File: src/rtl/cpu_pkg.sv
// Shared loader definitions: FSM state encoding and stream framing constants.
package cpu_pkg;

    typedef enum logic [3:0] {
        ST_IDLE,
        ST_HDR0,
        ST_HDR1,
        ST_COLLECT,
        ST_WRITE,
        ST_DONE,
        ST_ERROR,
        ST_VERIFY_RD,
        ST_VERIFY_CMP
    } ldr_state_t;

    localparam int HDR_BYTES  = 2;
    localparam int WORD_BYTES = 4;

endpackage

File: src/rtl/byte_packer.sv
// Assembles little-endian words from accepted stream bytes; word_valid marks
// the byte that completes a word, so the new word is on `word` the next cycle.
module byte_packer
    import cpu_pkg::*;
#(
    parameter int BYTE_W = 8
) (
    input  logic                         clk,
    input  logic                         rst,
    input  logic                         clr,
    input  logic                         in_valid,
    input  logic [BYTE_W-1:0]            in_byte,
    output logic [WORD_BYTES*BYTE_W-1:0] word,
    output logic                         word_valid
);

    localparam int CNT_W = $clog2(WORD_BYTES);
    localparam logic [CNT_W-1:0] CNT_LAST = CNT_W'(WORD_BYTES - 1);
    localparam logic [CNT_W-1:0] CNT_ONE  = CNT_W'(1);

    logic [CNT_W-1:0] cnt;

    assign word_valid = in_valid && (cnt == CNT_LAST);

    // Shift from the top so the first byte of a word lands in the LSBs.
    always_ff @(posedge clk) begin
        if (rst || clr) begin
            cnt  <= '0;
            word <= '0;
        end else if (in_valid) begin
            word <= {in_byte, word[WORD_BYTES*BYTE_W-1:BYTE_W]};
            cnt  <= word_valid ? '0 : cnt + CNT_ONE;
        end
    end

endmodule

File: src/rtl/prog_loader.sv
// Streams a length-prefixed program image into CPU instruction memory, then
// enables the CPU. Define PROG_LOADER_READBACK_EN to verify the image by readback.
module prog_loader
    import cpu_pkg::*;
#(
    parameter int IMEM_WORDS = 512,
    parameter int BYTE_W     = 8
) (
    input  logic              clk,
    input  logic              rst,
    input  logic              start,
    input  logic [BYTE_W-1:0] s_data,
    input  logic              s_valid,
    output logic              s_ready,
    output logic [63:0]       addr_ext,
    output logic              wen_ext,
    output logic              ren_ext,
    output logic [31:0]       wdata_ext,
    input  logic [31:0]       rdata_ext,
    output logic              cpu_enable,
    output logic              busy,
    output logic              error
);

    localparam int IDX_W  = $clog2(IMEM_WORDS) + 1;
    localparam int WORD_W = WORD_BYTES * BYTE_W;
    localparam int HDR_W  = HDR_BYTES * BYTE_W;
    localparam logic [IDX_W-1:0] IDX_ONE = IDX_W'(1);

    ldr_state_t        state;
    logic [IDX_W-1:0]  idx;
    logic [IDX_W-1:0]  n_words;
    logic [BYTE_W-1:0] n_lo;
    logic [HDR_W-1:0]  hdr_n;
    logic              hdr_ok;
    logic              can_start;
    logic              last_word;
    logic [WORD_W-1:0] pk_word;
    logic              pk_word_valid;

    assign s_ready   = s_valid && (state == ST_HDR0 || state == ST_HDR1 || state == ST_COLLECT);
    assign hdr_n     = {s_data, n_lo};
    assign hdr_ok    = (hdr_n != '0) && (32'(hdr_n) <= IMEM_WORDS);
    assign can_start = start && (state == ST_IDLE || state == ST_DONE || state == ST_ERROR);
    assign last_word = (idx == n_words - IDX_ONE);
    assign addr_ext  = 64'({idx, 2'b00});
    assign wdata_ext = pk_word;

    byte_packer #(.BYTE_W(BYTE_W)) u_packer (
        .clk        (clk),
        .rst        (rst),
        .clr        (can_start),
        .in_valid   (s_ready && state == ST_COLLECT),
        .in_byte    (s_data),
        .word       (pk_word),
        .word_valid (pk_word_valid)
    );

`ifdef PROG_LOADER_READBACK_EN
    logic [WORD_W-1:0] shadow [IMEM_WORDS];

    always_ff @(posedge clk) begin
        if (state == ST_WRITE) shadow[idx[IDX_W-2:0]] <= pk_word;
    end
`else
    logic unused_rdata;
    assign unused_rdata = ^rdata_ext;
`endif

    always_ff @(posedge clk) begin
        if (rst) begin
            state      <= ST_IDLE;
            idx        <= '0;
            n_words    <= '0;
            n_lo       <= '0;
            wen_ext    <= 1'b0;
            ren_ext    <= 1'b0;
            cpu_enable <= 1'b0;
            error      <= 1'b0;
            busy       <= 1'b0;
        end else begin
            wen_ext <= 1'b0;
            ren_ext <= 1'b0;
            case (state)
                ST_IDLE, ST_DONE, ST_ERROR: begin
                    if (start) begin
                        state      <= ST_HDR0;
                        idx        <= '0;
                        cpu_enable <= 1'b0;
                        error      <= 1'b0;
                        busy       <= 1'b1;
                    end
                end
                ST_HDR0: begin
                    if (s_ready) begin
                        n_lo  <= s_data;
                        state <= ST_HDR1;
                    end
                end
                ST_HDR1: begin
                    if (s_ready) begin
                        if (hdr_ok) begin
                            n_words <= IDX_W'(hdr_n);
                            state   <= ST_COLLECT;
                        end else begin
                            state <= ST_ERROR;
                            error <= 1'b1;
                            busy  <= 1'b0;
                        end
                    end
                end
                ST_COLLECT: begin
                    if (pk_word_valid) begin
                        state   <= ST_WRITE;
                        wen_ext <= 1'b1;
                    end
                end
                ST_WRITE: begin
                    if (last_word) begin
`ifdef PROG_LOADER_READBACK_EN
                        idx     <= '0;
                        ren_ext <= 1'b1;
                        state   <= ST_VERIFY_RD;
`else
                        state      <= ST_DONE;
                        cpu_enable <= 1'b1;
                        busy       <= 1'b0;
`endif
                    end else begin
                        idx   <= idx + IDX_ONE;
                        state <= ST_COLLECT;
                    end
                end
`ifdef PROG_LOADER_READBACK_EN
                // Memory returns the word one cycle after the read strobe.
                ST_VERIFY_RD: state <= ST_VERIFY_CMP;
                ST_VERIFY_CMP: begin
                    if (rdata_ext != shadow[idx[IDX_W-2:0]]) begin
                        state <= ST_ERROR;
                        error <= 1'b1;
                        busy  <= 1'b0;
                    end else if (last_word) begin
                        state      <= ST_DONE;
                        cpu_enable <= 1'b1;
                        busy       <= 1'b0;
                    end else begin
                        idx     <= idx + IDX_ONE;
                        ren_ext <= 1'b1;
                        state   <= ST_VERIFY_RD;
                    end
                end
`endif
                default: state <= ST_IDLE;
            endcase
        end
    end

endmodule

File: config.mk
export PLATFORM = sky130hd
export DESIGN_NAME = prog_loader
export DESIGN_NICKNAME = d
export VERILOG_FILES = /design/src/rtl/cpu_pkg.sv /design/src/rtl/byte_packer.sv /design/src/rtl/prog_loader.sv
export SDC_FILE = /design/constraint.sdc
export NUM_CORES = 1
export LEC_CHECK = 0
export CAP_MARGIN = 5
export CORE_MARGIN = 5
export CORE_UTILIZATION = 35
export DETAILED_ROUTE_END_ITERATION = 7
export GPL_ROUTABILITY_DRIVEN = 1
export GPL_TIMING_DRIVEN = 0
export PLACE_DENSITY_LB_ADDON = 0.2
export SLEW_MARGIN = 15
export SYNTH_ARGS = -nofsm -noshare
export SYNTH_HDL_FRONTEND = slang
export SYNTH_SLANG_ARGS = --single-unit
File: constraint.sdc
create_clock -name clk -period 3.5 [get_ports clk]
set_input_delay 0.35 -clock clk [delete_from_list [all_inputs] [get_ports clk]]
set_output_delay 0.35 -clock clk [all_outputs]
set_load 0.01 [all_outputs]
### Yosys cells after proc, flatten, opt, wreduce, memory -nomap -nowiden

Cells that the tools add are included.

| operators by class | value |
|---|---|
| mux-type cells | 23 |
| bitwise gates (word level) | 1 |
| add/subtract/negate cells | 3 |
| equal/unequal tests | 15 |
| reduce and logical (&&, ||, !) cells | 24 |
| order comparisons | 1 |

Operators by type and width:

| cell | number |
|---|---|
| 10-bit 2-to-1 mux | 2 |
| 10-bit one-hot mux with 2 select lines | 1 |
| 4-bit one-hot mux with 5 select lines | 1 |
| 16-bit by 10-bit less-or-equal comparator with 1-bit output, second input constant | 1 |
| 4-bit 2-to-1 mux | 4 |
| 16-bit nonzero test | 1 |
| 4-bit by 3-bit == test with 1-bit output, second input constant | 3 |
| 2-bit != test, second input constant | 6 |
| 10-bit by 1-bit adder with 10-bit output, second input constant | 1 |
| 10-bit == test | 1 |
| 10-bit by 1-bit subtractor with 10-bit output, second input constant | 1 |
| 1-bit 2-to-1 mux | 9 |
| 3-bit AND reduction | 3 |
| 4-bit by 2-bit == test with 1-bit output, second input constant | 2 |
| 4-bit AND reduction | 2 |
| 3-bit 2-to-1 mux | 2 |
| 1-bit logical AND | 5 |
| 1-bit logical OR | 5 |
| 5-bit AND reduction | 1 |
| 4-bit by 1-bit == test with 1-bit output, second input constant | 1 |
| 4-bit logical NOT | 1 |
| 1-bit one-hot mux with 2 select lines | 2 |
| 2-bit nonzero test | 2 |
| 1-bit one-hot mux with 3 select lines | 1 |
| 9 further kinds | 9 |

| word-level totals | value |
|---|---|
| bits in registers | 70 |
| word-level logic and storage cells | 77 |
| output and inout bits | 102 |
| input bits | 44 |

### Longest topological paths before layout

Gate-level depths: netlist of run 1.

| logic depth | value |
|---|---|
| word-level depth | 8 |
| gate-level depth with buffers | 9 |
| gate-level depth less buffers | 9 |

### By module

From an unflattened synthesis of run 1, not the netlist that was laid out.

| second synthesis, totals | value |
|---|---|
| cells, all modules | 404 |
| area total of the unflattened synthesis | 3,684.8 µm² |

By module, submodules not included:

| module | area each (µm²) | cells each | instances | sequential area each (µm²) |
|---|---|---|---|---|
| prog_loader | 2,454.9 | 290 | 1 | 700.7 |
| byte_packer | 1,229.9 | 114 | 1 | 680.7 |

### Worst setup path after synthesis of run 1

No wires, ideal clock.

| timing | value |
|---|---|
| path kind | reg-to-reg |
| start point | reg n_words[0] |
| end point | reg idx[7] |
| setup time | 0.070 ns |
| path slack | 1.430 ns |
| data arrival time | 2.001 ns |
| required time | 3.430 ns |
| period minus slack after synthesis | 2.070 ns |
| buffers on the path | 0 |
| cell stages (with the launch flop) | 10 |
| path through | dfxtp_1 -> inv_1 -> ha_1 -> xnor2_1 -> and2_2 -> o21ai_0 -> nand4_1 -> o211ai_4 -> or4_1 -> a21oi_1 |

| on the way | value |
|---|---|
| word-level cells in the longest chain between the ends | 4 |

Ends and longest elaborated chain:

| element | RTL line | source |
|---|---|---|
| start, declared | prog_loader.sv:32 | `logic [IDX_W-1:0] n_words;` |
| start signal, assigned | prog_loader.sv:103 | `n_words <= IDX_W'(hdr_n);` |
| 10-bit by 1-bit subtractor with 10-bit output | prog_loader.sv:45 | `assign last_word = (idx == n_words - IDX_ONE);` |
| 10-bit == test | prog_loader.sv:45 |  |
| 2-bit != test (no line) | n/a |  |
| 3-bit AND reduction (no line) | n/a |  |
| end signal, assigned | prog_loader.sv:130 | `idx <= idx + IDX_ONE;` |
| end, declared | prog_loader.sv:31 | `logic [IDX_W-1:0] idx;` |

No other way between the ends.
A chain may end at the register's enable or synchronous reset.

### Final worst setup path of run 1

| timing | value |
|---|---|
| start point | in s_valid |
| end point | out s_ready |

| on the way | value |
|---|---|
| word-level cells in the longest chain between the ends | 1 |

Ends and longest elaborated chain:

| element | RTL line | source |
|---|---|---|
| start, declared | prog_loader.sv:13 | `input logic s_valid,` |
| 1-bit logical AND | prog_loader.sv:41 | `assign s_ready = s_valid && (state == ST_HDR0 \|\| state == ST_HDR1 \|\| state == ST_COLLECT);` |
| end, declared | prog_loader.sv:14 | `output logic s_ready,` |

No other way between the ends.

==> results of run 1 <==
[sequential cells by signal, indices dropped and copies added, names as in the netlist]
signal	flops
error	1
busy	1
state	3
u_packer.word	32
cpu_enable	1
idx	10
u_packer.cnt	2
n_words	10
wen_ext	1
n_lo	8
[through the flow]
| stage | power [mW] | std cells | hold WS, ns | area [µm²] |
|---|---|---|---|---|
| finish | 2.03 | 713 | 0.460 | 4800 |
| global route | 2.15 | 713 | 0.483 | 4800 |
| CTS | 2.05 | 713 | 0.461 | 4800 |
| detailed placement | 1.32 | 697 | 0.449 | 4570 |
| global placement | 1.31 | 697 | 0.445 | 4570 |
| floorplan | 1.19 | 503 | 0.440 | 3820 |
[worst max-delay path, cell delays in order]
cell,delay (ns)
clkdlybuf4s50_1,0.52
nor2b_1,0.43
nor2b_1,0.20
clkdlybuf4s50_1,0.56
[final timing paths]
kind | cells after the start | start | slack, ns | endpoint
setup / recovery | 4 | s_valid | 1.10 | s_ready
hold / removal | 2 | u_packer.word[4] | 0.46 | u_packer.word[4]
setup reg to reg | 8 | n_words[0] | 1.12 | idx[0]
hold reg to reg | 2 | u_packer.word[4] | 0.46 | u_packer.word[4]
[layout make-up]
| type | instances | area, µm² |
|---|---|---|
| plain buffers | 80 | 551 |
| clock buffers | 11 | 141 |
| clock inverters | 5 | 83.8 |
| fillers | 1026 | 5390 |
| inverters | 4 | 15.0 |
| multi-input cells | 350 | 1880 |
| flip-flops and latches | 69 | 1380 |
| well taps | 136 | 170 |
| repair buffers | 58 | 581 |
[cells in the final DEF (no fill, tap or decap), types with 2 or more instances in the layout]
cell type,instances
mux2i_1,12
nor2_1,23
ha_1,3
or4_1,3
xor2_1,6
buf_4,56
clkdlybuf4s50_1,58
o211ai_1,3
o31ai_1,2
or3_1,2
nor4_1,3
dfxtp_1,69
o21ai_0,12
conb_1,55
nor3b_1,5
a21oi_1,53
bufinv_16,2
nand4_1,5
inv_1,4
a31oi_1,5
clkinvlp_4,2
clkbuf_8,13
nand2b_1,7
nand4b_1,2
nand3b_1,2
xnor2_1,7
nor3_1,7
or3_2,3
and3_1,2
clkbuf_1,19
nand3_1,7
nand2_1,95
nor2b_1,4
[power by group]
part / leakage, nW / switching (mW) / total (mW) / internal (mW)
logic: 1.16 / 0.267 / 0.457 / 0.190
clock network: 0.106 / 0.306 / 0.729 / 0.422
registers: 0.557 / 0.0271 / 0.848 / 0.821
total: 1.82 / 0.601 / 2.03 / 1.43
[kinds of logic after synthesis]
group | after synthesis
compound gates | 89
simple gates | 177
flops | 69
mux | 12
buf+inv | 84
fa+ha+maj | 4
xor+xnor | 13
other cells | 1
[routing by layer]
layer	vias to the layer above	track usage, %	part of all wire (%)
li1	1663	-	-
met1	1516	18.9	47
met2	80	23.1	47
met3	4	4.02	5.6
met4	0	3.97	0.60
met5	-	0	0
==> results.json, run 1 <==
{
  "outcome": "complete, no violations",
  "drive_gt1_share_pct": 15.3,
  "fin_util_pct": 47.1,
  "powerDensity_nw_per_um2": 424,
  "dr_total_vias": 3263,
  "synthXorXnorAreaFrac_pct": 3.15,
  "dp_slack_ns": 0.992,
  "layout_setup_ws_ns": 1.10,
  "skew_ns": 0.0102,
  "synth_top_area_share_pct": 38.2,
  "period_needed_ns": 2.40,
  "yosys-top-cells-count": "nand2_1 (95), dfxtp_1 (69), buf_4 (56)",
  "synth_mux_area_share_pct": 3.32,
  "globalplace.congestion": 0.795,
  "finalSetupTns_ns": 0,
  "synth_fa_ha_area_share_pct": 1.31,
  "synth-compound-area-share_pct": 14.9,
  "end_kind": "output port",
  "grt_setup_unrepaired": "no",
  "firstDrtPassIters": 4,
  "yosysMostFrequentCell": "nand2_1",
  "numCtsBuffers": 9,
  "slew_headroom_pct": 60.1,
  "fp.dieH_um": 112,
  "nets": 619,
  "grt_max_degree": 13,
  "coreArea_um2": 10200,
  "synth-seq-area-share_pct": 38.2,
  "hold_viol": 0,
  "cp.required_ns": 3.15,
  "initial_core_util_pct": 35.5,
  "async_flop_share_pct": 0,
  "clkTransAtPathRegs_ns": 0.08,
  "ctsHoldBuffers": 0,
  "min_path_type": "flip-flop to flip-flop",
  "grt_pass1_wl_um": 14900,
  "netlist_area_um2": 3620,
  "place.port_buffers": 58,
  "postCtsSetupBuffers": 0,
  "grt_pass1_vias": 3096,
  "wirelength_um": 8900,
  "syn_inst": 449,
  "ys_top_cells_by_area": "dfxtp_1 (38%), buf_4 (12%), nand2_1 (9.9%), a21oi_1 (7.3%), mux2i_1 (3.3%)",
  "drtIter0Drc": 72,
  "diodes": 0,
  "cts_buffer_depth": 2,
  "fp-row-count": 37,
  "ir_drop_mv": 0.248,
  "tightest_slew_ns": 0.599,
  "ys.flop_type": "dfxtp_1",
  "crit_fanout": 7,
  "timing.final.crit_share_pct": 68.6,
  "dieArea_um2": 12500,
  "yosys_warnings": 0,
  "route.detailed.drc": 0,
  "die_x_um": 112,
  "start_kind": "primary input",
  "gr-total-overflow": 0,
  "clock_sinks": 69,
  "ys_ff_latch": 69,
  "setup_viol": 0,
  "synth_edf_count": 0,
  "track_usage_pct": 14.4,
  "viasPerCell": 4.58,
  "clock_latency_ns": 0.34,
  "maxSlewViolCount": 0,
  "dpl.hpwl_um": 6880,
  "crit_type": "primary input to output port",
  "synthSimpleGateAreaFrac_pct": 23.5,
  "area_delta_synth_final_pct": 32.6,
  "routedWlPerCell_um": 12.5,
  "p_leak_nw": 1.82,
  "ant_nets": 0,
  "netlist.top_cell.by_area": "dfxtp_1",
  "htreeDepth": 3,
  "ioPinCount": 146,
  "antenna_found_initial": 0,
  "maxCapViolations": 0,
  "synth_area_per_cell_um2": 8.06,
  "cts_resized": 0,
  "yosysUniqueCellTypes": 55,
  "synth_top_family_by_area": "simple AND/OR/NAND/NOR gates",
  "tritoncts": "built",
  "max_freq_ghz": 0.417,
  "root_buffer": "clkbuf_8",
  "worst_ep_arrival_time_ns": 2.05
}
No activity file was read; power rests on OpenSTA's default activity.
==> inputs of run 2 (changes only) <==
==> constraint.sdc (replaced) <==
create_clock -name clk -period 2.3 [get_ports clk]
set_input_delay 0.23 -clock clk [delete_from_list [all_inputs] [get_ports clk]]
set_output_delay 0.23 -clock clk [all_outputs]
set_load 0.01 [all_outputs]
==> run 2 against run 1 <==
  * Combinational power is 53% higher
  * Sequential power is 52% higher
  * Highest routed layer unchanged
  * Via count is 0.25% lower
  * Register-to-register slack worse by 1.0 ns
  * First-iteration DRC count is 22% higher
==> results.json, run 2 (same netlist as run 1, synthesis figures left out) <==
{
  "outcome": "complete, no violations",
  "grt_max_degree": 13,
  "die_x_um": 112,
  "crit_family": "simple AND/OR/NAND/NOR gates",
  "skew_ns": 0.00878,
  "diodes": 0,
  "layout_setup_ws_ns": 0.109,
  "dieArea_um2": 12500,
  "htreeDepth": 3,
  "top_usage_layer": "met2",
  "fp-row-count": 37,
  "slowest_delay_ns": 0.52,
  "min_path_type": "flip-flop to flip-flop",
  "route.detailed.drc": 0,
  "layout_commonest_cell": "nand2_1",
  "coreArea_um2": 10200,
  "grt_pass1_wl_um": 15000,
  "use_met1_pct": 19.1,
  "globalplace.congestion": 0.795,
  "dr_total_vias": 3255,
  "powerDensity_nw_per_um2": 643,
  "clock_sinks": 69,
  "root_buffer": "clkbuf_8",
  "max_freq_ghz": 0.456,
  "numCtsBuffers": 9,
  "start_kind": "flip-flop",
  "track_usage_pct": 14.5,
  "met2_usage_pct": 23.4,
  "initial_core_util_pct": 35.5,
  "met3_usage_pct": 3.97,
  "dpl.hpwl_um": 6880,
  "path_buf_inv": 0,
  "crit_top_cell": "a21oi_1",
  "fp.dieH_um": 112,
  "place.port_buffers": 58,
  "crit_start": "n_words[2]",
  "path_cells": "nor4_4 -> a21oi_1 -> a211oi_2 -> o31a_4 -> o211ai_4 -> or4_1 -> a21oi_1",
  "largest_register": "u_packer.word",
  "crit_fanout": 9,
  "cp.required_ns": 2.57,
  "gr-total-overflow": 0,
  "drive_gt1_share_pct": 16.4,
  "worst_ep_arrival_time_ns": 2.47,
  "ir_drop_mv": 0.377,
  "largest_reg_flops": 32,
  "setup_viol": 0,
  "grt_pass1_vias": 3102,
  "slew_headroom_pct": 65.3,
  "end_kind": "flip-flop",
  "rr_startpoint": "n_words[2]",
  "ant_nets": 0,
  "fin_hold_ws_ns": 0.460,
  "cts_buffer_depth": 2,
  "timing.final.crit_share_pct": 95.3,
  "clock_latency_ns": 0.34,
  "tritoncts": "built",
  "tightest_slew_ns": 0.521,
  "antenna_found_initial": 0,
  "top_regs": "u_packer.word x32, idx x10, n_words x10",
  "p_leak_nw": 1.83,
  "min-delay-start": "u_packer.word[4]",
  "dp_slack_ns": -0.0875,
  "viasPerCell": 4.56,
  "area_delta_synth_final_pct": 33.0,
  "wirelength_um": 8930,
  "final_cell_mix": "nand2_1 (95), dfxtp_1 (67), clkdlybuf4s50_1 (58)",
  "routedWlPerCell_um": 12.5,
  "period_needed_ns": 2.19,
  "hold_viol": 0,
  "maxSlewViolCount": 0,
  "drtIter0Drc": 88,
  "grt_setup_unrepaired": "no",
  "clkTransAtPathRegs_ns": 0.08,
  "cpMaxStageDelayCell": "or4_1",
  "nets": 620,
  "crit_type": "flip-flop to flip-flop",
  "maxCapViolations": 0,
  "ioPinCount": 146,
  "firstDrtPassIters": 4
}
-- run 2: changes by cell type in the layout (fill, tap and decap cells not counted), moves of 2 or more --
cell and change:
clkbuf_2 +2, clkbuf_1 -2, dfxtp_2 +2, dfxtp_1 -2
-- run 2: tightest hold or removal path, delay by kind of cell (launching register included) --
| kind | cells | cell delay [ns] |
|---|---|---|
| compound gates | 1 | 0.05 |
| flops | 1 | 0.32 |
| simple gates | 1 | 0.05 |
-- run 2: layout make-up --
class                   count  area (µm²)
repair buffers             59         588
plain buffers              80         553
multi-input cells         350        1880
fillers                  1024        5370
flip-flops and latches     69        1380
clock buffers              11         141
clock inverters             5        83.8
well taps                 136         170
inverters                   4        15.0
-- run 2: path summary, 6_finish.rpt --
path / slack (ns) / cells past startpoint / to
hold reg to reg: 0.46 / 2 / u_packer.word[4]
setup / recovery: 0.11 / 7 / idx[7]
hold / removal: 0.46 / 2 / u_packer.word[4]
setup reg to reg: 0.11 / 7 / idx[7]
-- run 2: routing by layer --
layer | share of wire, % | wire (µm) | vias up
met2 | 47 | 4230 | 76
li1 | - | - | 1665
met3 | 5.0 | 449 | 2
met4 | 0.28 | 25 | 0
met5 | 0 | 0 | -
met1 | 47 | 4230 | 1512
-- run 2: repair_timing --
item | 4_1_cts | 5_1_grt
hold buffers | 0 | 0
setup endpoints to repair | 5 | 20
gates resized for setup | 2 | 7
setup buffers | 1 | 0
hold endpoints to repair | 0 | 0
pin swaps | 1 | 0
-- run 2: where the power goes --
part           internal [mW]  switching [mW]  total, mW
clock network          0.642           0.466       1.11
logic                  0.290           0.408      0.698
registers               1.25          0.0411       1.29
-- run 2: stage by stage --
stage               instance area, µm²  instances  util, %  TNS, ns  power [mW]
global placement                  4570        697     44.9   -0.373        2.00
CTS                               4810        714     47.2        0        3.13
floorplan                         3820        503        -        0        1.81
finish                            4820        714     47.3        0        3.10
detailed placement                4570        697     44.9    -1.17        2.01
global route                      4820        714     47.3        0        3.27
==> inputs of run 3 (changes only) <==
--- a/config.mk
+++ b/config.mk
@@ -6,8 +6,10 @@
 export NUM_CORES = 1
 export LEC_CHECK = 0
 export CAP_MARGIN = 5
+export CELL_PAD_IN_SITES_DETAIL_PLACEMENT = 1
+export CELL_PAD_IN_SITES_GLOBAL_PLACEMENT = 1
 export CORE_MARGIN = 5
-export CORE_UTILIZATION = 35
+export CORE_UTILIZATION = 31
 export DETAILED_ROUTE_END_ITERATION = 7
 export GPL_ROUTABILITY_DRIVEN = 1
 export GPL_TIMING_DRIVEN = 0
==> run 3 against run 2 <==
  * Clock skew rose by 0.0010 ns
  * Final area up 1.8%
  * Critical path depth unchanged
  * Register-to-register slack got worse by 0.03 ns
  * Core utilization fell by 4.4 points
  * Critical path type unchanged
  * Largest cell class unchanged
  * Highest routed layer unchanged
==> results.json, run 3 (same netlist as run 1, synthesis figures left out) <==
{
  "dpl.hpwl_um": 8450,
  "viasPerCell": 4.60,
  "top_regs": "u_packer.word x32, idx x10, n_words x10",
  "p_leak_nw": 1.87,
  "ctsHoldBuffers": 0,
  "fp-row-count": 39,
  "root_buffer": "clkbuf_16",
  "largest_register": "u_packer.word",
  "tightest_slew_ns": 0.512,
  "dieArea_um2": 13900,
  "clkTransAtPathRegs_ns": 0.06,
  "crit_type": "flip-flop to flip-flop",
  "path_buf_inv": 0,
  "period_needed_ns": 2.23,
  "timing.final.crit_share_pct": 96.7,
  "drtIter0Drc": 109,
  "grt_pass1_wl_um": 17700,
  "antenna_found_initial": 0,
  "cpMaxStageDelayCell": "or4_1",
  "area_delta_synth_final_pct": 35.4,
  "min_path_type": "flip-flop to flip-flop",
  "slowest_delay_ns": 0.52,
  "dr_total_vias": 3318,
  "fin_util_pct": 42.9,
  "coreArea_um2": 11400,
  "firstDrtPassIters": 4,
  "grt_pass1_vias": 3462,
  "globalplace.congestion": 0.829,
  "fp.dieH_um": 118,
  "cp.required_ns": 2.56,
  "clock_sinks": 69,
  "largest_reg_flops": 32,
  "initial_core_util_pct": 31.7,
  "finalSetupTns_ns": 0,
  "drive_gt1_share_pct": 16.8,
  "ir_drop_mv": 0.450,
  "crit_fanout": 9,
  "htreeDepth": 3,
  "clock_latency_ns": 0.33,
  "grt_setup_unrepaired": "yes",
  "tritoncts": "built",
  "ioPinCount": 146,
  "nets": 621,
  "path_cells": "nor4_4 -> a21oi_1 -> a211oi_2 -> o31a_4 -> o211ai_4 -> or4_1 -> a21oi_1",
  "diodes": 0,
  "outcome": "complete, no violations",
  "setup_viol": 0,
  "powerDensity_nw_per_um2": 691,
  "final_cell_mix": "nand2_1 (95), dfxtp_1 (67), buf_4 (58), clkdlybuf4s50_1 (58), conb_1 (55)",
  "layout_commonest_cell": "nand2_1",
  "start_kind": "flip-flop",
  "wirelength_um": 10700,
  "end_kind": "flip-flop",
  "skew_ns": 0.00980,
  "place.port_buffers": 58,
  "track_usage_pct": 15.4,
  "maxSlewViolCount": 0,
  "maxCapViolations": 0,
  "numCtsBuffers": 9,
  "routedWlPerCell_um": 14.9,
  "route.detailed.drc": 0,
  "crit_family": "simple AND/OR/NAND/NOR gates",
  "grt_max_degree": 13,
  "max_freq_ghz": 0.449,
  "ant_nets": 0,
  "cts_buffer_depth": 2,
  "gr-total-overflow": 0,
  "worst_ep_arrival_time_ns": 2.48,
  "crit_top_cell": "a21oi_1",
  "slew_headroom_pct": 65.9,
  "die_x_um": 118,
  "hold_viol": 0
}
==> run 3: cell types whose count changed in the layout (fill, tap and decap cells not counted), sizes merged <==
cell    delta
clkbuf     -2
bufinv     -1
inv        +1
buf        +1
clkinv     +1
==> run 3: power by group <==
group	switching, mW	total (mW)	internal [mW]
logic	0.429	0.722	0.293
clock network	0.534	1.37	0.833
registers	0.0495	1.30	1.25
total	1.01	3.39	2.38
==> run 3: worst paths after layout <==
check	from	slack [ns]	cells after the start	to
setup / recovery	n_words[6]	0.07	7	idx[7]
hold / removal	u_packer.word[7]	0.46	2	u_packer.word[7]
setup reg to reg	n_words[6]	0.07	7	idx[7]
hold reg to reg	u_packer.word[7]	0.46	2	u_packer.word[7]
==> run 3: layout make-up <==
cell class	instances	area (µm²)
Fill cell	1390	6520
Multi-Input combinational cell	350	1880
Sequential cell	69	1390
Timing Repair Buffer	60	596
Buffer	80	553
Clock buffer	9	225
Tap cell	143	179
Clock inverter	6	63.8
Inverter	4	15.0
==> run 3: metrics by stage <==
| stage | instance area (µm²) | power [mW] | setup slack [ns] | hold WS (ns) | cells |
|---|---|---|---|---|---|
| final | 4900 | 3.39 | 0.0749 | 0.456 | 721 |
| after global routing | 4900 | 3.57 | -0.0385 | 0.483 | 721 |
| after CTS | 4890 | 3.42 | 0.0181 | 0.461 | 721 |
| after floorplan | 3820 | 1.81 | 0.230 | 0.363 | 503 |
| after global placement | 4580 | 2.01 | -0.0837 | 0.445 | 704 |
| after detailed placement | 4580 | 2.04 | -0.155 | 0.453 | 704 |
==> run 3: worst register-to-register path, cell delays in order, from the launching register on <==
cell and delay, ns:
dfxtp_1 0.41, nor4_4 0.35, a21oi_1 0.15, a211oi_2 0.23
o31a_4 0.22, o211ai_4 0.13, or4_1 0.52, a21oi_1 0.15
==> run 3: routing by layer <==
| metal | part of all wire, % | track usage [%] | vias to the layer above | wire (µm) |
|---|---|---|---|---|
| met5 | 0 | 0 | - | 0 |
| met4 | 1.7 | 4.66 | 0 | 185 |
| met3 | 4.4 | 3.84 | 13 | 476 |
| met2 | 48 | 25.6 | 88 | 5110 |
| met1 | 46 | 19.6 | 1544 | 4960 |
| li1 | - | - | 1673 | - |
==> run 3: timing repair <==
action,4_1_cts,5_1_grt
endpoints found under the hold margin,0,0
gates resized for setup,4,9
buffers inserted,2,0
pin swaps,0,1
endpoints found under the setup margin,14,22
